**src/rtl/alu_pkg.sv**
```systemverilog
// Shared definitions for the multi-cycle ALU: op codes, flag bit positions
// and the controller state encoding.
package alu_pkg;

    localparam logic [3:0] OP_ADD   = 4'd0;
    localparam logic [3:0] OP_ADC   = 4'd1;
    localparam logic [3:0] OP_SUB   = 4'd2;
    localparam logic [3:0] OP_SBC   = 4'd3;
    localparam logic [3:0] OP_AND   = 4'd4;
    localparam logic [3:0] OP_OR    = 4'd5;
    localparam logic [3:0] OP_XOR   = 4'd6;
    localparam logic [3:0] OP_SHR   = 4'd7;
    localparam logic [3:0] OP_SHL   = 4'd8;
    localparam logic [3:0] OP_PASSA = 4'd9;
    localparam logic [3:0] OP_PASSB = 4'd10;
    localparam logic [3:0] OP_MUL   = 4'd11;
    localparam logic [3:0] OP_DIVU  = 4'd12;
    localparam logic [3:0] OP_CLC   = 4'd13;
    localparam logic [3:0] OP_SEC   = 4'd14;
    localparam logic [3:0] OP_NOP   = 4'd15;

    localparam int FLAG_V = 3;
    localparam int FLAG_N = 2;
    localparam int FLAG_Z = 1;
    localparam int FLAG_C = 0;

    typedef enum logic [1:0] {
        ST_IDLE = 2'd0,
        ST_EXEC = 2'd1,
        ST_ITER = 2'd2,
        ST_DONE = 2'd3
    } state_t;

    function automatic logic is_iter_op(input logic [3:0] op);
        return (op == OP_MUL) || (op == OP_DIVU);
    endfunction

endpackage

```
**src/rtl/alu_iter.sv**
```systemverilog
// Iterative engine: WIDTH-step shift-add multiply and restoring divide.
// finish pulses one cycle after the last step; hi/lo then hold the answer.
module alu_iter
    import alu_pkg::*;
#(
    parameter int WIDTH = 8
) (
    input  logic             clk,
    input  logic             reset,
    input  logic             start,
    input  logic             is_div,
    input  logic [WIDTH-1:0] a,
    input  logic [WIDTH-1:0] b,
    output logic             finish,
    output logic [WIDTH-1:0] hi,
    output logic [WIDTH-1:0] lo
);

    localparam int CW = $clog2(WIDTH + 1);

    logic [CW-1:0]    cnt_q;
    logic             div_q;
    logic             finish_q;
    logic [WIDTH-1:0] opa_q;
    logic [WIDTH-1:0] hi_q;
    logic [WIDTH-1:0] lo_q;
    logic [WIDTH:0]   mul_sum;
    logic [WIDTH:0]   rem_shift;
    logic [WIDTH:0]   rem_diff;

    // hi_q is the running accumulator (multiply) or partial remainder (divide);
    // lo_q holds the multiplier / dividend bits as they are consumed.
    always_comb begin
        mul_sum   = {1'b0, hi_q} + (lo_q[0] ? {1'b0, opa_q} : '0);
        rem_shift = {hi_q, lo_q[WIDTH-1]};
        rem_diff  = rem_shift - {1'b0, opa_q};
    end

    always_ff @(posedge clk) begin
        if (reset) begin
            cnt_q    <= '0;
            div_q    <= 1'b0;
            finish_q <= 1'b0;
            opa_q    <= '0;
            hi_q     <= '0;
            lo_q     <= '0;
        end else begin
            finish_q <= 1'b0;
            if (start) begin
                cnt_q <= CW'(WIDTH);
                div_q <= is_div;
                hi_q  <= '0;
                opa_q <= is_div ? b : a;
                lo_q  <= is_div ? a : b;
            end else if (cnt_q != '0) begin
                cnt_q    <= cnt_q - CW'(1);
                finish_q <= (cnt_q == CW'(1));
                if (div_q) begin
                    // A zero divisor always "fits", giving all-ones quotient and remainder = a.
                    if (rem_shift >= {1'b0, opa_q}) begin
                        hi_q <= rem_diff[WIDTH-1:0];
                        lo_q <= {lo_q[WIDTH-2:0], 1'b1};
                    end else begin
                        hi_q <= rem_shift[WIDTH-1:0];
                        lo_q <= {lo_q[WIDTH-2:0], 1'b0};
                    end
                end else begin
                    {hi_q, lo_q} <= {mul_sum, lo_q[WIDTH-1:1]};
                end
            end
        end
    end

    assign finish = finish_q;
    assign hi     = hi_q;
    assign lo     = lo_q;

endmodule

```
**src/rtl/alu_mc.sv**
```systemverilog
// Multi-cycle ALU controller: single-cycle ops and all flag logic live here.
// state | meaning: IDLE wait for start | EXEC one-cycle op | ITER mul/div running | DONE result valid
module alu_mc
    import alu_pkg::*;
#(
    parameter int         WIDTH     = 8,
    parameter logic [3:0] FLAGS_RST = 4'b0000
) (
    input  logic             clk,
    input  logic             reset,
    input  logic             start,
    input  logic [3:0]       op,
    input  logic [WIDTH-1:0] a,
    input  logic [WIDTH-1:0] b,
    output logic             busy,
    output logic             done,
    output logic [WIDTH-1:0] result,
    output logic [WIDTH-1:0] result_hi,
    output logic [3:0]       flags
);

    localparam int MSB = WIDTH - 1;

    state_t           state_q, state_d;
    logic [3:0]       op_q;
    logic [WIDTH-1:0] a_q, b_q;
    logic [WIDTH-1:0] res_q, hi_q;
    logic [3:0]       flg_q;
    logic [WIDTH-1:0] nres, nhi;
    logic [3:0]       nflg;
    logic             accept;
    logic             iter_start;
    logic             iter_finish;
    logic [WIDTH-1:0] iter_hi, iter_lo;
    logic             add_cin, sub_cin;
    logic [WIDTH:0]   add_sum, sub_dif;
    logic             commit;

    assign accept     = (state_q == ST_IDLE) && start;
    assign iter_start = accept && is_iter_op(op);

    alu_iter #(.WIDTH(WIDTH)) u_iter (
        .clk    (clk),
        .reset  (reset),
        .start  (iter_start),
        .is_div (op == OP_DIVU),
        .a      (a),
        .b      (b),
        .finish (iter_finish),
        .hi     (iter_hi),
        .lo     (iter_lo)
    );

    always_ff @(posedge clk) begin
        if (reset) state_q <= ST_IDLE;
        else       state_q <= state_d;
    end

    always_comb begin
        state_d = state_q;
        commit  = 1'b0;
        case (state_q)
            ST_IDLE: if (start) state_d = is_iter_op(op) ? ST_ITER : ST_EXEC;
            ST_EXEC: begin
                state_d = ST_DONE;
                commit  = 1'b1;
            end
            ST_ITER: if (iter_finish) begin
                state_d = ST_DONE;
                commit  = 1'b1;
            end
            default: state_d = ST_IDLE;
        endcase
    end

    assign busy = (state_q == ST_EXEC) || (state_q == ST_ITER);
    assign done = (state_q == ST_DONE);

    always_comb begin
        nres    = res_q;
        nhi     = hi_q;
        nflg    = flg_q;
        add_cin = (op_q == OP_ADC) && flg_q[FLAG_C];
        sub_cin = (op_q == OP_SBC) && flg_q[FLAG_C];
        add_sum = {1'b0, a_q} + {1'b0, b_q} + {{WIDTH{1'b0}}, add_cin};
        sub_dif = {1'b0, a_q} - {1'b0, b_q} - {{WIDTH{1'b0}}, sub_cin};
        case (op_q)
            OP_ADD, OP_ADC: begin
                nres         = add_sum[MSB:0];
                nhi          = '0;
                nflg[FLAG_C] = add_sum[WIDTH];
                nflg[FLAG_V] = (a_q[MSB] == b_q[MSB]) && (add_sum[MSB] != a_q[MSB]);
            end
            OP_SUB, OP_SBC: begin
                // Bit WIDTH of the extended difference is the borrow.
                nres         = sub_dif[MSB:0];
                nhi          = '0;
                nflg[FLAG_C] = sub_dif[WIDTH];
                nflg[FLAG_V] = (a_q[MSB] != b_q[MSB]) && (sub_dif[MSB] != a_q[MSB]);
            end
            OP_AND, OP_OR, OP_XOR: begin
                nres         = (op_q == OP_AND) ? (a_q & b_q) :
                               (op_q == OP_OR)  ? (a_q | b_q) : (a_q ^ b_q);
                nhi          = '0;
                nflg[FLAG_C] = 1'b0;
                nflg[FLAG_V] = 1'b0;
            end
            OP_SHR: begin
                nres         = {flg_q[FLAG_C], a_q[MSB:1]};
                nhi          = '0;
                nflg[FLAG_C] = a_q[0];
                nflg[FLAG_V] = a_q[MSB] ^ nres[MSB];
            end
            OP_SHL: begin
                nres         = {a_q[MSB-1:0], flg_q[FLAG_C]};
                nhi          = '0;
                nflg[FLAG_C] = a_q[MSB];
                nflg[FLAG_V] = a_q[MSB] ^ nres[MSB];
            end
            OP_PASSA: begin
                nres = a_q;
                nhi  = '0;
            end
            OP_PASSB: begin
                nres = b_q;
                nhi  = '0;
            end
            OP_MUL: begin
                nres         = iter_lo;
                nhi          = iter_hi;
                nflg[FLAG_Z] = (iter_hi == '0) && (iter_lo == '0);
                nflg[FLAG_N] = iter_hi[MSB];
                nflg[FLAG_C] = (iter_hi != '0);
                nflg[FLAG_V] = 1'b0;
            end
            OP_DIVU: begin
                nres         = iter_lo;
                nhi          = iter_hi;
                nflg[FLAG_Z] = (iter_lo == '0);
                nflg[FLAG_N] = 1'b0;
                nflg[FLAG_C] = 1'b0;
                nflg[FLAG_V] = (b_q == '0);
            end
            OP_CLC:  nflg[FLAG_C] = 1'b0;
            OP_SEC:  nflg[FLAG_C] = 1'b1;
            default: ;
        endcase
        if (op_q <= OP_SHL) begin
            nflg[FLAG_Z] = (nres == '0);
            nflg[FLAG_N] = nres[MSB];
        end
    end

    always_ff @(posedge clk) begin
        if (reset) begin
            op_q  <= OP_ADD;
            a_q   <= '0;
            b_q   <= '0;
            res_q <= '0;
            hi_q  <= '0;
            flg_q <= FLAGS_RST;
        end else begin
            if (accept) begin
                op_q <= op;
                a_q  <= a;
                b_q  <= b;
            end
            if (commit) begin
                res_q <= nres;
                hi_q  <= nhi;
                flg_q <= nflg;
            end
        end
    end

    assign result    = res_q;
    assign result_hi = hi_q;
    assign flags     = flg_q;

endmodule

```
**config.mk**
```make
export PLATFORM = sky130hd
export DESIGN_NAME = alu_mc
export DESIGN_NICKNAME = d
export VERILOG_FILES = /design/src/rtl/alu_pkg.sv /design/src/rtl/alu_iter.sv /design/src/rtl/alu_mc.sv
export SDC_FILE = /design/constraint.sdc
export NUM_CORES = 1
export LEC_CHECK = 0
export ABC_AREA = 1
export CORE_MARGIN = 8
export CORE_UTILIZATION = 24
export DETAILED_ROUTE_END_ITERATION = 12
export DONT_BUFFER_PORTS = 1
export GPL_TIMING_DRIVEN = 1
export HOLD_SLACK_MARGIN = 0.12
export SLEW_MARGIN = 20
export SYNTH_ARGS = -nofsm -noshare
export SYNTH_HDL_FRONTEND = slang
export SYNTH_SLANG_ARGS = --single-unit
```
**constraint.sdc**
```tcl
create_clock -name clk -period 5.38 [get_ports clk]
set_input_delay 0.538 -clock clk [delete_from_list [all_inputs] [get_ports clk]]
set_output_delay 0.538 -clock clk [all_outputs]
set_load 0.03 [all_outputs]
```
==> reports/metrics.yaml, run 1 <==
status:
  status: "completed"
logic_synthesis:
  synth_edf_count: 0
  synth_area_leader_cell: "dfxtp_1"
  ys.flop_type: "dfxtp_1"
  avgSynthCellArea_sq_um: 6.25
  synth_cell_types: 41
  ys_seq_area_share_pct: 24.2
  syn-cell-area_sq_um: 5940
  synthTopCellsByArea: "dfxtp_1 (24%), nand2_1 (15%), ha_1 (11%)"
  yosysWarnings: 0
  ys_async_sr_fraction_pct: 0
  ys_ff_latch: 72
  syn_inst: 951
  synth_nets: 1032
  synthTopCellsByCount: "nand2_1 (240), inv_1 (134), a21oi_1 (82)"
  synth.most_common_cell: "nand2_1"
  post-synth-top-area-fraction_pct: 24.2
power:
  power_density_nw_per_um2: 500
  static-leakage-power_nw: 3.08
  p_int_mw: 1.61
  comb_power_share_pct: 55.0
  p_sw_share_pct: 50.8
  total_power_mw: 3.27
  p_seq_share_pct: 26.8
  clkPwrFrac_pct: 18.3
  p_sw_mw: 1.66
  ir_worst_vdd_v: 0.000166
grt:
  antenna_found_initial: 0
  grt_start_max_net_pins: 48
  grt_pass1_wl_microns: 32100
  grt_util_all_layers_pct: 13.1
  grt_pass1_vias: 5844
  grt_overflow: 0
clock_tree:
  cts-resized-gates: 0
  clock_latency_ns: 0.34
  hold_buffers: 0
  clkSlewWorstSetupHoldPaths_ns: 0.06
  cts.path.max_buffers: 2
  cts_made_buffers: 9
  root_buffer: "clkbuf_16"
  cts_setup_buffers: 0
  htree_levels: 3
  cts_tree: "done"
  cts_sinks: 72
placed_design:
  hpwl_microns: 15900
  place_ws_ns: 2.08
  place_congestion: 0.960
  placed_area_sq_um: 6250
  numPlacedInstances: 1252
  port_buffers: 0
critical_path:
  cp.arrival_ns: 3.31
  required_ns: 5.63
  cp_top_family: "buffers and inverters"
  end_kind: "flip-flop"
  startpoint_type: "flip-flop"
  max_stage_delay_ns: 0.52
  worstPathMaxFanout: 16
  path_cells: "inv_1 > ha_1 > inv_1 > a21oi_1 > inv_1 > nor2_4 > clkinv_1 > a211oi_1"
  crit_type: "flip-flop to flip-flop"
  cp_common_cell: "inv_1"
  critPathSlowestCell: "ha_1"
  crit_buf_inv: 4
die:
  floorplan.die.width_microns: 173
  design.portCount: 45
  fp-row-count: 57
  initial_utilization_pct: 24.4
  dieArea_sq_um: 30100
  core_area_sq_um: 24300
  fp.dieH_microns: 173
layout:
  diodes: 0
  fin_area_sq_um: 6550
  stdcell_count: 1268
  drive_gt1_share_pct: 4.45
  fin_util_pct: 26.9
  areaGrowthSynthToFinish_pct: 10.1
  num-nets-final: 1020
worst_hold_path:
  hold_path_class: "input pin to flip-flop"
timing:
  fin_skew_ns: 0.00642
  worst_slew_margin_rel_pct: 37.5
  max_freq_mhz: 327
  rsz0062_at_grt: "false"
  drv_slew: 0
  final.setup.worst_slack_ns: 2.32
  finalSetupViolations: 0
  finalHoldWorstSlack_ns: 0.264
  worstMarginPinSlew_ns: 0.935
  hold_violations: 0
  timing.setup.tns_ns: 0
  fin_crit_sh_pct: 56.9
  fin_crit_ns: 3.06
route:
  num_vias: 6138
  dr.pass1.iters: 6
  vias_per_cell: 4.84
  drc_errors: 0
  first_iter_violations: 587
  ant_nets: 0
  wire_per_inst_microns: 15.6
  routed_wl_microns: 19800
flow_run:
  cap_violations: 0
==> state kept, by name, summed over array words and instances (netlist names) <==
| register | flops |
|---|---|
| result | 8 |
| u_iter.lo | 8 |
| op_q | 4 |
| b_q | 8 |
| u_iter.opa_q | 8 |
| u_iter.finish | 1 |
| flags | 4 |
| a_q | 8 |
| u_iter.div_q | 1 |
| u_iter.cnt_q | 4 |
| state_q | 2 |
| result_hi | 8 |
| u_iter.hi | 8 |
==> final timing paths <==
path                   startpoint              end  slack, ns  cells past startpoint
setup / recovery       state_q[0]        result[7]       2.32                      8
hold / removal              reset     result_hi[0]       0.26                      1
setup reg to reg       state_q[0]        result[7]       2.32                      8
hold reg to reg   u_iter.cnt_q[1]  u_iter.cnt_q[1]       0.49                      2
==> layout by cell type, fill, tap and decap left out, types with 3 or more instances in the layout <==
master       n
a21oi_1     82
a31oi_1     13
clkbuf_16    9
clkinv_1     3
dfxtp_1     72
fa_1         6
ha_1        52
inv_1      134
inv_2        3
nand2_1    240
nand2_2      4
nand3_1     77
nand3b_1    10
nand4_1     13
nor2_1      80
nor2_2       3
nor3_1       4
nor4_1       5
o211ai_1     5
o21ai_0     74
o221ai_1     3
o22ai_1     11
or2_2        9
xnor2_1      6
==> final cells by class <==
class,instances,area (sq um)
Clock buffer,10,229
Fill cell,2684,17800
Sequential cell,72,1440
Multi-Input combinational cell,713,3860
Clock inverter,6,68.8
Timing Repair Buffer,2,15.0
Inverter,141,532
Tap cell,324,405
==> kinds of logic after synthesis <==
group	after synthesis	synth area share (%)
compound gates	197	18.0
xor+xnor	8	1.18
fa+ha+maj	58	13.0
buf+inv	166	10.9
flops	72	24.2
simple gates	450	32.7
==> metal layers <==
metal | up-vias | share of wire (%) | track usage (%)
li1 | 3098 | - | -
met2 | 182 | 46 | 21.8
met3 | 42 | 5.7 | 2.20
met5 | - | 0 | 0
met1 | 2816 | 44 | 16.1
met4 | 0 | 4.1 | 6.47
==> power by group through the flow <==
| stage | clock network (mW) | registers, mW | logic (mW) |
|---|---|---|---|
| after floorplan | 0 | 0.808 | 1.38 |
| after global placement | 0 | 0.887 | 1.77 |
| after detailed placement | 0 | 0.888 | 1.78 |
| after CTS | 0.608 | 0.876 | 1.79 |
| after global routing | 0.634 | 0.894 | 2.08 |
| final | 0.598 | 0.876 | 1.80 |
(Power assumes the default switching activity.)
==> run 2: changes to the inputs <==
==> constraint.sdc (replaced) <==
create_clock -name clk -period 3.15 [get_ports clk]
set_input_delay 0.315 -clock clk [delete_from_list [all_inputs] [get_ports clk]]
set_output_delay 0.315 -clock clk [all_outputs]
set_load 0.03 [all_outputs]
==> reports/metrics.yaml, run 2 (synthesis results as in run 1) <==
status:
  status: "completed"
layout:
  drive_gt1_share_pct: 5.75  # +1.3 points
  final_cell_mix: "nand2_1 (240), inv_1 (134), a21oi_1 (82)"
  stdcell_count: 1281  # +1.0%
  diodes: 0  # unchanged
  num-nets-final: 1033  # +1.3%
  areaGrowthSynthToFinish_pct: 12.6
  fin_area_sq_um: 6700  # +2.3%
  mostFrequentLayoutCell: "nand2_1"
critical_path:
  cp.arrival_ns: 3.19  # -0.12 ns
  startpoint_type: "flip-flop"
  max_stage_delay_ns: 0.45  # -0.07 ns
  worstPathMaxFanout: 7  # -9
  required_ns: 3.42  # -2.21 ns
  cp_common_cell: "nand3_1"
  end_kind: "flip-flop"
  path_cells: "inv_2 > nor2_2 > nand3_1 > fa_1 > fa_1 > inv_1 > nand2_1 > nand2_1 > nor2_1 > nor2_1 > nand3_1 > nor3_1 > nand3_1 > nor2_1 > nand3_1 > a21oi_1"
  critPathSlowestCell: "fa_1"
  crit_type: "flip-flop to flip-flop"
  cp_top_family: "simple AND/OR/NAND/NOR gates"
  crit_buf_inv: 2  # -2
power:
  power_density_nw_per_um2: 869  # +74%
  total_power_mw: 5.82  # +78%
  ir_worst_vdd_v: 0.000315  # +89%
  static-leakage-power_nw: 3.17  # +2.9%
clock_tree:
  clkSlewWorstSetupHoldPaths_ns: 0.06  # about the same
  htree_levels: 3  # unchanged
  cts_tree: "done"
  cts-resized-gates: 0  # unchanged
  cts_sinks: 72  # unchanged
  cts.path.max_buffers: 2  # unchanged
  clock_latency_ns: 0.34  # about the same
  cts_made_buffers: 9  # unchanged
  root_buffer: "clkbuf_16"
route:
  drc_errors: 0  # unchanged
  wire_per_inst_microns: 15.5  # -0.57%
  routed_wl_microns: 19900  # +0.44%
  first_iter_violations: 640  # +9.0%
  dr.pass1.iters: 6  # unchanged
  ant_nets: 0  # unchanged
  num_vias: 6200  # +1.0%
  vias_per_cell: 4.84  # about the same
die:
  floorplan.die.width_microns: 173  # unchanged
  dieArea_sq_um: 30100  # unchanged
  fp.dieH_microns: 173  # unchanged
  initial_utilization_pct: 24.4  # unchanged
  design.portCount: 45  # unchanged
  fp-row-count: 57  # unchanged
  core_area_sq_um: 24300  # unchanged
placed_design:
  numPlacedInstances: 1264  # +0.96%
  placed_area_sq_um: 6340  # +1.4%
  port_buffers: 0  # unchanged
  place_congestion: 0.942  # -1.9%
  hpwl_microns: 15800  # -0.47%
timing:
  max_freq_mhz: 342  # +4.9%
  hold_violations: 0  # unchanged
  fin_crit_sh_pct: 92.7  # +36 points
  rsz0062_at_grt: "false"
  finalHoldWorstSlack_ns: 0.133  # -0.131 ns
  worst_slew_margin_rel_pct: 52.5  # +15 points
  drv_slew: 0  # unchanged
  fin_skew_ns: 0.00892  # +0.00249 ns
  fin_crit_ns: 2.92  # -0.143 ns
  worstMarginPinSlew_ns: 0.709  # -0.225 ns
  finalSetupViolations: 0  # unchanged
  timing.setup.tns_ns: 0  # unchanged
grt:
  grt_util_all_layers_pct: 13.0  # -0.056 points
  grt_pass1_vias: 5816  # -0.48%
  grt_start_max_net_pins: 48  # unchanged
  grt_overflow: 0  # unchanged
  grt_pass1_wl_microns: 31700  # -0.99%
  antenna_found_initial: 0  # unchanged
worst_hold_path:
  hold_path_class: "input pin to flip-flop"
flow_run:
  cap_violations: 0  # unchanged
## run 2: worst paths after layout
check / end / slack [ns] / cells after the start / startpoint
worst min-delay path: u_iter.opa_q[4] / 0.13 / 2 / b[4]
worst min register to register: u_iter.cnt_q[1] / 0.49 / 2 / u_iter.cnt_q[1]
worst max-delay path: flags[1] / 0.23 / 16 / op_q[0]
worst max register to register: flags[1] / 0.23 / 16 / op_q[0]
## run 2: stage by stage
stage / utilization [%] / setup WS [ns]
final: 27.5 / 0.230
after global placement: 26.1 / 0.335
after detailed placement: 26.1 / 0.273
after floorplan: - / 0.677
after CTS: 27.5 / 0.266
after global routing: 27.5 / 0.000240
## run 2: per-layer routing
layer,vias up,part of all wire (%),global-route usage [%]
li1,3130,-,-
met1,2804,44,15.8
met2,217,46,21.8
met3,49,6.4,2.77
met4,0,3.7,5.79
met5,-,0,0
## run 2: area by class of cell
type / instances / area, sq um
Clock buffer: 9 / 225
Clock inverter: 7 / 120
Fill cell: 2687 / 17600
Inverter: 141 / 532
Multi-Input combinational cell: 713 / 3860
Sequential cell: 72 / 1440
Tap cell: 324 / 405
Timing Repair Buffer: 15 / 115
## run 2: what timing repair did
item / in CTS / in global routing
hold buffers: 1 / 0
buffers inserted: 0 / 0
hold endpoints to repair: 15 / 0
## run 2: power by group
part           switching [mW]  leakage (nW)  internal (mW)
logic                    2.09          2.41           1.06
clock network           0.412         0.166          0.774
registers               0.367         0.588           1.11
## run 2: worst reg2reg max path, delay by kind of cell, from the launching register on
family / cells / cell delay [ns]
buffers and inverters: 2 / 0.17
AO/OA/AOI/OAI: 1 / 0.11
adder cells (fa/ha/maj): 2 / 0.85
flip-flops: 1 / 0.39
AND/OR/NAND/NOR: 11 / 1.36
==> run 3: changes to the inputs <==
--- a/config.mk
+++ b/config.mk
@@ -6,12 +6,12 @@
 export NUM_CORES = 1
 export LEC_CHECK = 0
 export ABC_AREA = 1
-export CORE_MARGIN = 8
 export CORE_UTILIZATION = 24
 export DETAILED_ROUTE_END_ITERATION = 12
 export DONT_BUFFER_PORTS = 1
 export GPL_TIMING_DRIVEN = 1
 export HOLD_SLACK_MARGIN = 0.12
+export PLACE_DENSITY_LB_ADDON = 0.12
 export SLEW_MARGIN = 20
 export SYNTH_ARGS = -nofsm -noshare
 export SYNTH_HDL_FRONTEND = slang
==> reports/metrics.yaml, run 3 (synthesis results as in run 1) <==
layout:
  mostFrequentLayoutCell: "nand2_1"
  areaGrowthSynthToFinish_pct: 14.6
  final_cell_mix: "nand2_1 (240), inv_1 (134), a21oi_1 (82)"
  num-nets-final: 1050  # +1.6%
  drive_gt1_share_pct: 6.58  # +0.83 points
  diodes: 0  # unchanged
  n_fill_cell: 2769  # +3.1%
  fin_area_sq_um: 6810  # +1.8%
clock_tree:
  cts_made_buffers: 9  # unchanged
  clkSlewWorstSetupHoldPaths_ns: 0.06  # about the same
  htree_levels: 3  # unchanged
  root_buffer: "clkbuf_16"
  cts_tree: "done"
  cts.path.max_buffers: 2  # unchanged
  cts_sinks: 72  # unchanged
  clock_latency_ns: 0.34  # about the same
route:
  wire_per_inst_microns: 17.3  # +11%
  first_iter_violations: 376  # -41%
  num_vias: 6154  # -0.74%
  dr.pass1.iters: 5  # -1
  ant_nets: 0  # unchanged
  vias_per_cell: 4.74  # -2.0%
  drc_errors: 0  # unchanged
  routed_wl_microns: 22400  # +13%
timing:
  timing.setup.tns_ns: 0  # unchanged
  fin_skew_ns: 0.00562  # -0.00329 ns
  fin_crit_ns: 2.79  # -0.130 ns
  finalSetupViolations: 0  # unchanged
  rsz0062_at_grt: "false"
  fin_crit_sh_pct: 88.6  # -4.1 points
  worstMarginPinSlew_ns: 0.767  # +0.0572 ns
  max_freq_mhz: 358  # +4.7%
  worst_slew_margin_rel_pct: 48.7  # -3.8 points
  drv_slew: 0  # unchanged
  hold_violations: 0  # unchanged
critical_path:
  worstPathMaxFanout: 6  # -1
  cp_common_cell: "nand2_1"
  cp.arrival_ns: 3.07  # -0.12 ns
  end_kind: "flip-flop"
  startpoint_type: "flip-flop"
  cp_top_family: "simple AND/OR/NAND/NOR gates"
  path_cells: "nand2_1 > inv_1 > nand3_1 > fa_1 > fa_1 > nand2_1 > nand2_1 > nand2_1 > nand2_1 > nor2_1 > nand3_1 > nor3_1 > nand3_1 > nor2_1 > nand3_1 > a21oi_1"
  crit_buf_inv: 1  # -1
  crit_type: "flip-flop to flip-flop"
  max_stage_delay_ns: 0.44  # about the same
  required_ns: 3.43  # about the same
  critPathSlowestCell: "fa_1"
grt:
  grt_util_all_layers_pct: 18.2  # +5.2 points
  grt_pass1_vias: 6041  # +3.9%
  antenna_found_initial: 0  # unchanged
  grt_pass1_wl_microns: 35500  # +12%
  grt_start_max_net_pins: 48  # unchanged
  grt_overflow: 0  # unchanged
die:
  core_area_sq_um: 24300  # unchanged
  dieArea_sq_um: 25400  # -15%
  initial_utilization_pct: 24.4  # unchanged
  floorplan.die.width_microns: 159  # -8.1%
  design.portCount: 45  # unchanged
  fp.dieH_microns: 159  # -8.1%
  fp-row-count: 57  # unchanged
placed_design:
  placed_area_sq_um: 6400  # +0.95%
  port_buffers: 0  # unchanged
  place_congestion: 0.877  # -6.9%
  hpwl_microns: 17800  # +13%
power:
  ir_worst_vdd_v: 0.000268  # -15%
  power_density_nw_per_um2: 863  # -0.73%
  static-leakage-power_nw: 3.24  # +2.4%
worst_hold_path:
  hold_path_class: "input pin to flip-flop"
flow_run:
  cap_violations: 0  # unchanged
status:
  status: "completed"
run 3: power breakdown:
part           internal, mW  switching [mW]  total (mW)
Combinational          1.12            2.22        3.34
Sequential             1.11           0.342        1.46
Clock                 0.655           0.426        1.08
run 3: worst paths after layout:
kind	end	cells after the start	slack (ns)	start
setup / recovery	flags[1]	16	0.36	op_q[1]
hold / removal	u_iter.opa_q[1]	2	0.13	a[1]
hold reg to reg	u_iter.cnt_q[1]	2	0.49	u_iter.cnt_q[1]
setup reg to reg	flags[1]	16	0.36	op_q[1]
run 3: what timing repair did:
| action | 4_1_cts | 5_1_grt |
|---|---|---|
| resized for setup | 0 | 3 |
| endpoints found under the hold margin | 21 | 0 |
| buffers inserted | 0 | 0 |
| endpoints found under the setup margin | 0 | 1 |
| hold buffers | 10 | 0 |
run 3: per-layer routing:
layer  vias up  share of wire, %  track usage (%)
met3        25               3.9             2.68
met2       136                44             28.9
met4         0               2.1             5.81
met1      2830                50             25.2
li1       3163                 -                -
met5         -                 0                0
run 3: layout make-up:
type	instances	area, sq um	area share [%]
multi-input combinational	713	3860	56.7
sequential	72	1440	21.2
inverter	141	532	7.80
tap	324	405	5.95
timing repair buffer	32	265	3.89
clock buffer	11	253	3.71
clock inverter	4	52.6	0.771
run 3: metrics by stage:
stage / hold WS (ns) / util [%] / setup WS [ns] / power (mW) / cells
after floorplan: 0.454 / - / 0.677 / 3.74 / 951
after global placement: 0.386 / 26.3 / 0.272 / 4.84 / 1272
after detailed placement: 0.388 / 26.3 / 0.229 / 4.80 / 1272
after CTS: 0.120 / 28.0 / 0.229 / 5.92 / 1297
after global routing: 0.135 / 28.0 / 0.0546 / 6.45 / 1297
final: 0.129 / 28.0 / 0.360 / 5.88 / 1297
